`src/rtl/uart_rx_baud.sv`:
```
// ============================================================================
// Module   : uart_rx_baud
// Brief    : 8N1 UART receiver with switch-selected baud rate and RX synchronizer
// Revision : 1.0 - initial release
// ============================================================================
`default_nettype none

module uart_rx_baud #(
  parameter int CLK_FREQ    = 50000000,
  parameter int DATA_BITS   = 8,
  parameter int SYNC_STAGES = 2
) (
  input  logic                 src_clk,
  input  logic                 rst,
  input  logic                 enable,
  input  logic [1:0]           baud_sel,
  input  logic                 rx,
  output logic [DATA_BITS-1:0] data_out,
  output logic                 data_valid,
  output logic                 frame_err,
  output logic                 busy
);

  localparam int CNT_W = 13;
  localparam int IDX_W = $clog2(DATA_BITS + 1);

  localparam logic [CNT_W-1:0] C_BIT_9600    = CNT_W'(CLK_FREQ / 9600);
  localparam logic [CNT_W-1:0] C_BIT_57600   = CNT_W'(CLK_FREQ / 57600);
  localparam logic [CNT_W-1:0] C_BIT_115200  = CNT_W'(CLK_FREQ / 115200);
  localparam logic [CNT_W-1:0] C_HALF_9600   = CNT_W'((CLK_FREQ / 9600) / 2);
  localparam logic [CNT_W-1:0] C_HALF_57600  = CNT_W'((CLK_FREQ / 57600) / 2);
  localparam logic [CNT_W-1:0] C_HALF_115200 = CNT_W'((CLK_FREQ / 115200) / 2);

  typedef enum logic [1:0] {
    S_IDLE  = 2'd0,
    S_START = 2'd1,
    S_DATA  = 2'd2,
    S_STOP  = 2'd3
  } state_t;

  logic [SYNC_STAGES-1:0] sync_q;
  logic                   line_prev_q;
  state_t                 state_q;
  logic [CNT_W-1:0]       cnt_q;
  logic [IDX_W-1:0]       idx_q;
  logic [1:0]             rate_q;
  logic [DATA_BITS-1:0]   shift_q;
  logic [DATA_BITS-1:0]   data_q;
  logic                   valid_q;
  logic                   ferr_q;

  logic                   line;
  logic                   fall;
  logic                   abort;
  logic [CNT_W-1:0]       half_sel;
  logic [CNT_W-1:0]       bit_len;

  assign line  = sync_q[SYNC_STAGES-1];
  assign fall  = line_prev_q & ~line;
  assign abort = ~enable | (baud_sel == 2'b11);

  // Start delay uses the live selection: the rate is latched on this same edge.
  always_comb begin
    case (baud_sel)
      2'b00:   half_sel = C_HALF_9600;
      2'b01:   half_sel = C_HALF_57600;
      default: half_sel = C_HALF_115200;
    endcase
  end

  always_comb begin
    case (rate_q)
      2'b00:   bit_len = C_BIT_9600;
      2'b01:   bit_len = C_BIT_57600;
      default: bit_len = C_BIT_115200;
    endcase
  end

  always_ff @(posedge src_clk) begin
    if (rst) begin
      sync_q      <= '1;
      line_prev_q <= 1'b1;
      state_q     <= S_IDLE;
      cnt_q       <= '0;
      idx_q       <= '0;
      rate_q      <= 2'b00;
      shift_q     <= '0;
      data_q      <= '0;
      valid_q     <= 1'b0;
      ferr_q      <= 1'b0;
    end else begin
      sync_q      <= {sync_q[SYNC_STAGES-2:0], rx};
      line_prev_q <= line;
      valid_q     <= 1'b0;
      ferr_q      <= 1'b0;

      if (state_q == S_IDLE) begin
        if (enable && (baud_sel != 2'b11) && fall) begin
          rate_q  <= baud_sel;
          cnt_q   <= half_sel - CNT_W'(1);
          state_q <= S_START;
        end
      end else if (abort) begin
        state_q <= S_IDLE;
      end else if (cnt_q != '0) begin
        cnt_q <= cnt_q - CNT_W'(1);
      end else begin
        case (state_q)
          S_START: begin
            if (!line) begin
              cnt_q   <= bit_len - CNT_W'(1);
              idx_q   <= '0;
              state_q <= S_DATA;
            end else begin
              state_q <= S_IDLE;
            end
          end
          S_DATA: begin
            shift_q <= {line, shift_q[DATA_BITS-1:1]};
            cnt_q   <= bit_len - CNT_W'(1);
            if (idx_q == IDX_W'(DATA_BITS - 1)) begin
              state_q <= S_STOP;
            end else begin
              idx_q <= idx_q + IDX_W'(1);
            end
          end
          S_STOP: begin
            if (line) begin
              data_q  <= shift_q;
              valid_q <= 1'b1;
            end else begin
              ferr_q  <= 1'b1;
            end
            state_q <= S_IDLE;
          end
          default: state_q <= S_IDLE;
        endcase
      end
    end
  end

  assign data_out   = data_q;
  assign data_valid = valid_q;
  assign frame_err  = ferr_q;
  assign busy       = (state_q != S_IDLE);

endmodule

`default_nettype wire

```
`config.mk`:
```
export PLATFORM = sky130hd
export DESIGN_NAME = uart_rx_baud
export DESIGN_NICKNAME = d
export VERILOG_FILES = /design/src/rtl/uart_rx_baud.sv
export SDC_FILE = /design/constraint.sdc
export NUM_CORES = 1
export LEC_CHECK = 0
export ABC_AREA = 0
export BUFFER_PORTS_ARGS = -buffer_cell sky130_fd_sc_hd__buf_4
export CELL_PAD_IN_SITES_DETAIL_PLACEMENT = 0
export CELL_PAD_IN_SITES_GLOBAL_PLACEMENT = 1
export CORE_ASPECT_RATIO = 1.2
export CORE_UTILIZATION = 46
export DETAILED_ROUTE_END_ITERATION = 7
export GPL_TIMING_DRIVEN = 0
export PLACE_DENSITY = 0.86
export SKIP_CTS_REPAIR_TIMING = 1
export SYNTH_ARGS = -nofsm -noshare
export SYNTH_HDL_FRONTEND = slang
export SYNTH_SLANG_ARGS = --single-unit
export TNS_END_PERCENT = 5
```
`constraint.sdc`:
```
create_clock -name src_clk -period 3.4 [get_ports src_clk]
set_input_delay 0.68 -clock src_clk [delete_from_list [all_inputs] [get_ports src_clk]]
set_output_delay 0.68 -clock src_clk [all_outputs]
set_load 0.005 [all_outputs]
```
* After elaboration in Yosys (flattened, before gate mapping)
Cells that the tools add are included.
** Cells by class
- Add/sub/neg operators :: 4
- Equality and inequality tests :: 15
- Muxes and demuxes :: 20
- Bitwise logic cells :: 8
- Reductions and logical operators :: 16
** Operators by type and width (number)
- $mux W13 :: 5
- $pmux W13 S2 :: 2
- $sub A13 B1 Y13 const B :: 3
- $pmux W12 S2 :: 1
- $reduce_bool A13 Y1 :: 1
- $mux W2 :: 6
- $mux W4 :: 2
- $ne A4 B4 Y1 const B :: 2
- $pmux W4 S2 :: 1
- $reduce_and A4 Y1 :: 2
- $eq A2 B1 Y1 const B :: 3
- $eq A2 B2 Y1 const B :: 3
- $logic_not A2 Y1 :: 3
- $ne A2 B2 Y1 const B :: 3
- $not A1 Y1 :: 6
- $reduce_and A6 Y1 :: 1
- $reduce_and A5 Y1 :: 1
- $reduce_or A5 Y1 :: 1
- $add A4 B1 Y4 const B :: 1
- $eq A4 B3 Y1 const B :: 1
- $ne A2 B1 Y1 const B :: 2
- $pmux W2 S2 :: 1
- $reduce_bool A2 Y1 :: 2
- $reduce_bool A4 Y1 :: 1
- 7 further kinds :: 9
** Word-level totals
- Flip-flop bits (word level) :: 42
- Bits of input ports :: 6
- Output and inout bits :: 11
- Logic and storage cells :: 73

* Depth between registers and ports, before layout
- Depth in word-level cells :: 8
- Mapped depth :: 11
- Mapped depth without buffers :: 10

* Least setup slack after synthesis
No wires, ideal clock.
- Path type :: flip-flop to flip-flop
- Start point :: register state_q[0]
- End point :: register cnt_q[12]
- Library setup time :: 123 ps
- Arrival time :: 2497 ps
- Data required time :: 3277 ps
- Slack :: 780 ps
- Cell stages (with the launch flop) :: 12
- Buffers on the path :: 2
- Clock period less this slack :: 2620 ps
- Path through :: dfxtp_1 -> inv_1 -> ha_1 -> buf_4 -> clkbuf_1 -> mux2i_1 -> ha_1 -> o21ai_0 -> nand4b_1 -> nor3_2 -> o221ai_1 -> mux2_1
** Between the ends
- Longest elaborated chain between the ends :: 5
- Elaborated cells between the ends (all ways) :: 12
- Those cells by class :: eq/ne (5); mux (4); reduce/logical (3)
** RTL lines
- start: declaration :: line 43 : state_t state_q;
- start signal: assignment :: line 83 : state_q <= S_IDLE;
- start signal: assignment :: line 101 : state_q <= S_START;
- start signal: assignment :: line 104 : state_q <= S_IDLE;
- $eq A2 B2 Y1 / $eq A2 B1 Y1 (equally long branches) :: line 108 : case (state_q)
- $pmux W13 S2 :: line 108
- $mux W13 :: line 105 : end else if (cnt_q != '0) begin
- $mux W13 :: line 103 : end else if (abort) begin
- $mux W13 :: line 97 : if (state_q == S_IDLE) begin
- end signal: assignment :: line 100 : cnt_q <= half_sel - CNT_W'(1);
- end signal: assignment :: line 106 : cnt_q <= cnt_q - CNT_W'(1);
- end signal: assignment :: line 111 : cnt_q <= bit_len - CNT_W'(1);
- end: declaration :: line 44 : logic [CNT_W-1:0] cnt_q;
Several ways; a longest one is shown, not always the timed one. The select of a mux whose other input is x is not followed.
A chain may end at the register's enable or synchronous reset.

* Worst setup path in the final report
Ends and elaborated chain as after synthesis.

==> qor.txt <==
Post-Synth XOR/XNOR Area: 3.45%
R2R Setup Slk: 570 ps
worst skew pair latency: 300 ps
CTS H-tree depth: 2
fin crit period: 2830 ps
commonest non-fill, non-tap cell in the layout: dfxtp_1
antenna fix cells: 0
Die Y: 79.2 um
slew of the pin with the lowest slew margin: 634 ps
io pins: 17
Die X: 66.3 um
PnR worst setup slack: 565 ps
All-Layer GR Usage: 22.9%
setup_tns: 0 ps
FFs w/ async S/R, synth: 0%
P_leak: 1.07 nW
reg2reg start: state_q[0]
post-synthesis mux area share: 11.0%
worst clock skew: 12.6 ps
# fillers: 466
hold path depth: 1
Initial Util: 48.7%
Synth Area per Inst: 8.96 um^2
status: finished clean
Synth top area share: 36.8%
Post-Synth Simple-Gate Area: 23.9%
Residual DRC: 0
Crit Path Category: reg2reg
DR vias: 1,925
R2R depth: 11
combinational family with the most area after synthesis: simple AND/OR/NAND/NOR gates
CTS clk-pin slew, worst paths: 90 ps
WL met3: 278 um
max layer used: met4
clock sinks: 42
synth warn: 0
Crit-path slowest cell: dfxtp_1
first-pass detailed-route iteration total: 4
PD cells: 374 nW/um^2
RSZ-0062 raised after global routing: no
CTS tree: yes
top cells by area, synth: dfxtp_1 (37%), mux2i_1 (11%), nor2_1 (6.2%), ha_1 (3.3%), nand2_1 (3.1%)
Peak Freq: 0.353 GHz
Slew Limit Headroom: 57.6%
global placer's final weighted congestion: 0.937
syn nets: 267
CP Launch Type: register
wire per inst: 15.6 um
DP HPWL: 3.86 mm
Synth Register Bits: 42
Required @ worst endpoint: 3600 ps
Post-DRT Antenna Nets: 0
largest net degree at the start of global routing: 15
vias in the first global route: 1,926
cell mode on critical path: ha_1
Layout area overhead: 11.6%
worst ir drop on vdd: 0.000260 V
Vias/cell: 5.76
HP Class: reg2reg
Synth area leader: dfxtp_1
Row Count: 27
max-cap violations: 0
Synth Area in Compound Gates: 17.7%
Primary FF master, synth: dfxtp_1
Max Fanout on Critical Path: 19
final setup fails: 0
initial detailed-routing violation count: 125
crit path DAT: 3030 ps
initial antenna violation count: 0
period utilisation layout: 83.4%
met2 wire len: 2.57 mm
max incr delay on CP: 340 ps
Die ar.: 5250 um^2
adder-cell area share of the yosys netlist: 3.29%
share of cells above drive strength 1: 16.7%
r2r endpoint: cnt_q[12]
Bufs on Longest Clock Path: 2
Post-Synthesis Cells: 255
count of final hold-check violations: 0
nets: 287
hold path start: sync_q[0]
Inserted Clock Buffers: 5
CP cell instances: inv_1, ha_1, buf_4, inv_2, a21oi_1, ha_1, o21ai_0, nand4b_1, nor3_2, o221ai_1, mux2_1
wire length on met1: 2.25 mm
DP Worst Slack: 253 ps
first-pass GRT wire length: 9.04 mm
Final Slew Violations: 0
Netlist cell types: 57
commonest cells after routing, fill and taps aside: dfxtp_1 (42), nor2_1 (38), mux2i_1 (24), nand2_1 (19), buf_4 (16)
sequential element share of the synthesized area: 36.8%
Post-synth EDFFs: 0
grt ovf: 0
Crit. End Element: register
Mapped Area: 2280 um^2
Port Buffer Count: 14
Hold Path Sink: sync_q[1]
Detailed Route WL: 5.23 mm
root buf cell: clkbuf_8
core outline area: 4700 um^2
[synth_stat cells (all sizes together) (2+ instances only)]
| library cell | n |
|---|---|
| dfxtp | 42 |
| nor2 | 39 |
| mux2i | 24 |
| nand2 | 19 |
| a21oi | 13 |
| o21ai | 13 |
| nor3 | 8 |
| buf | 7 |
| clkbuf | 6 |
| ha | 6 |
| nand4 | 6 |
| xor2 | 6 |
| inv | 5 |
| nand2b | 5 |
| o31ai | 5 |
| nand3 | 4 |
| nor4 | 4 |
| or2 | 4 |
| a31oi | 3 |
| nor3b | 3 |
| nor4b | 3 |
| xnor2 | 3 |
| a2111oi | 2 |
| a211oi | 2 |
| and3b | 2 |
| o21bai | 2 |
| o22ai | 2 |
[logic make-up (layout without fill, tap and decap cells)]
logic type	Yosys count	after routing
adder cells (fa/ha/maj)	6	6
AND/OR/NAND/NOR	101	101
XOR/XNOR	9	9
AO/OA/AOI/OAI	54	54
buffers and inverters	18	39
flip-flops	42	42
multiplexers	25	25
[worst max path at each step]
stage	from	end	slack [ps]
floorplan	state_q[0]	cnt_q[12]	780
global route	state_q[0]	cnt_q[12]	260
CTS	state_q[0]	cnt_q[12]	230
finish	state_q[0]	cnt_q[12]	570
detailed placement	state_q[0]	cnt_q[12]	250
global placement	state_q[0]	cnt_q[12]	230
[report_power, final]
group | internal [mW] | leakage (nW) | total (mW) | switching (mW)
logic | 0.0424 | 0.682 | 0.124 | 0.0813
registers | 0.496 | 0.339 | 0.502 | 0.00581
clock network | 0.144 | 0.0441 | 0.328 | 0.184
total | 0.683 | 1.07 | 0.954 | 0.271
[critical path: cells and delay by family (launching register included)]
family                     cells  cell delay (ps)
muxes                          1              330
DFF                            1              340
adders and majority gates      2              490
AOI/OAI and AO/OA              3              510
and+or+nand+nor                2              540
buffers and inverters          3              530
[per-layer routing]
| metal | track usage (%) | vias up |
|---|---|---|
| li1 | - | 960 |
| met1 | 25.8 | 895 |
| met2 | 40.1 | 56 |
| met3 | 4.89 | 14 |
| met4 | 10.9 | 0 |
| met5 | 0 | - |
[layout make-up]
class	count	area, um^2	area share [%]
Sequential cell	42	841	33.0
Buffer	12	65.1	2.55
Timing Repair Buffer	14	105	4.12
Multi-Input combinational cell	195	1360	53.2
Inverter	5	18.8	0.736
Clock inverter	3	21.3	0.835
Tap cell	58	72.6	2.85
Clock buffer	5	68.8	2.70
[per-stage QoR]
stage | power (mW) | util, % | hold WS, ps | area, um^2 | std cells
final | 0.954 | 54.3 | 416 | 2550 | 334
after global routing | 0.999 | 54.3 | 430 | 2550 | 334
after CTS | 0.962 | 54.4 | 421 | 2550 | 335
after detailed placement | 0.636 | 52.4 | 399 | 2460 | 327
after global placement | 0.636 | 52.4 | 396 | 2460 | 327
after floorplan | 0.605 | - | 389 | 2280 | 255
[sequential cells by signal, indices dropped and copies added, names as in the netlist]
| signal | count |
|---|---|
| cnt_q | 13 |
| data_out | 8 |
| data_valid | 1 |
| frame_err | 1 |
| idx_q | 4 |
| line_prev_q | 1 |
| rate_q | 2 |
| shift_q | 8 |
| state_q | 2 |
| sync_q | 2 |
No activity file was read; power rests on OpenSTA's default activity.
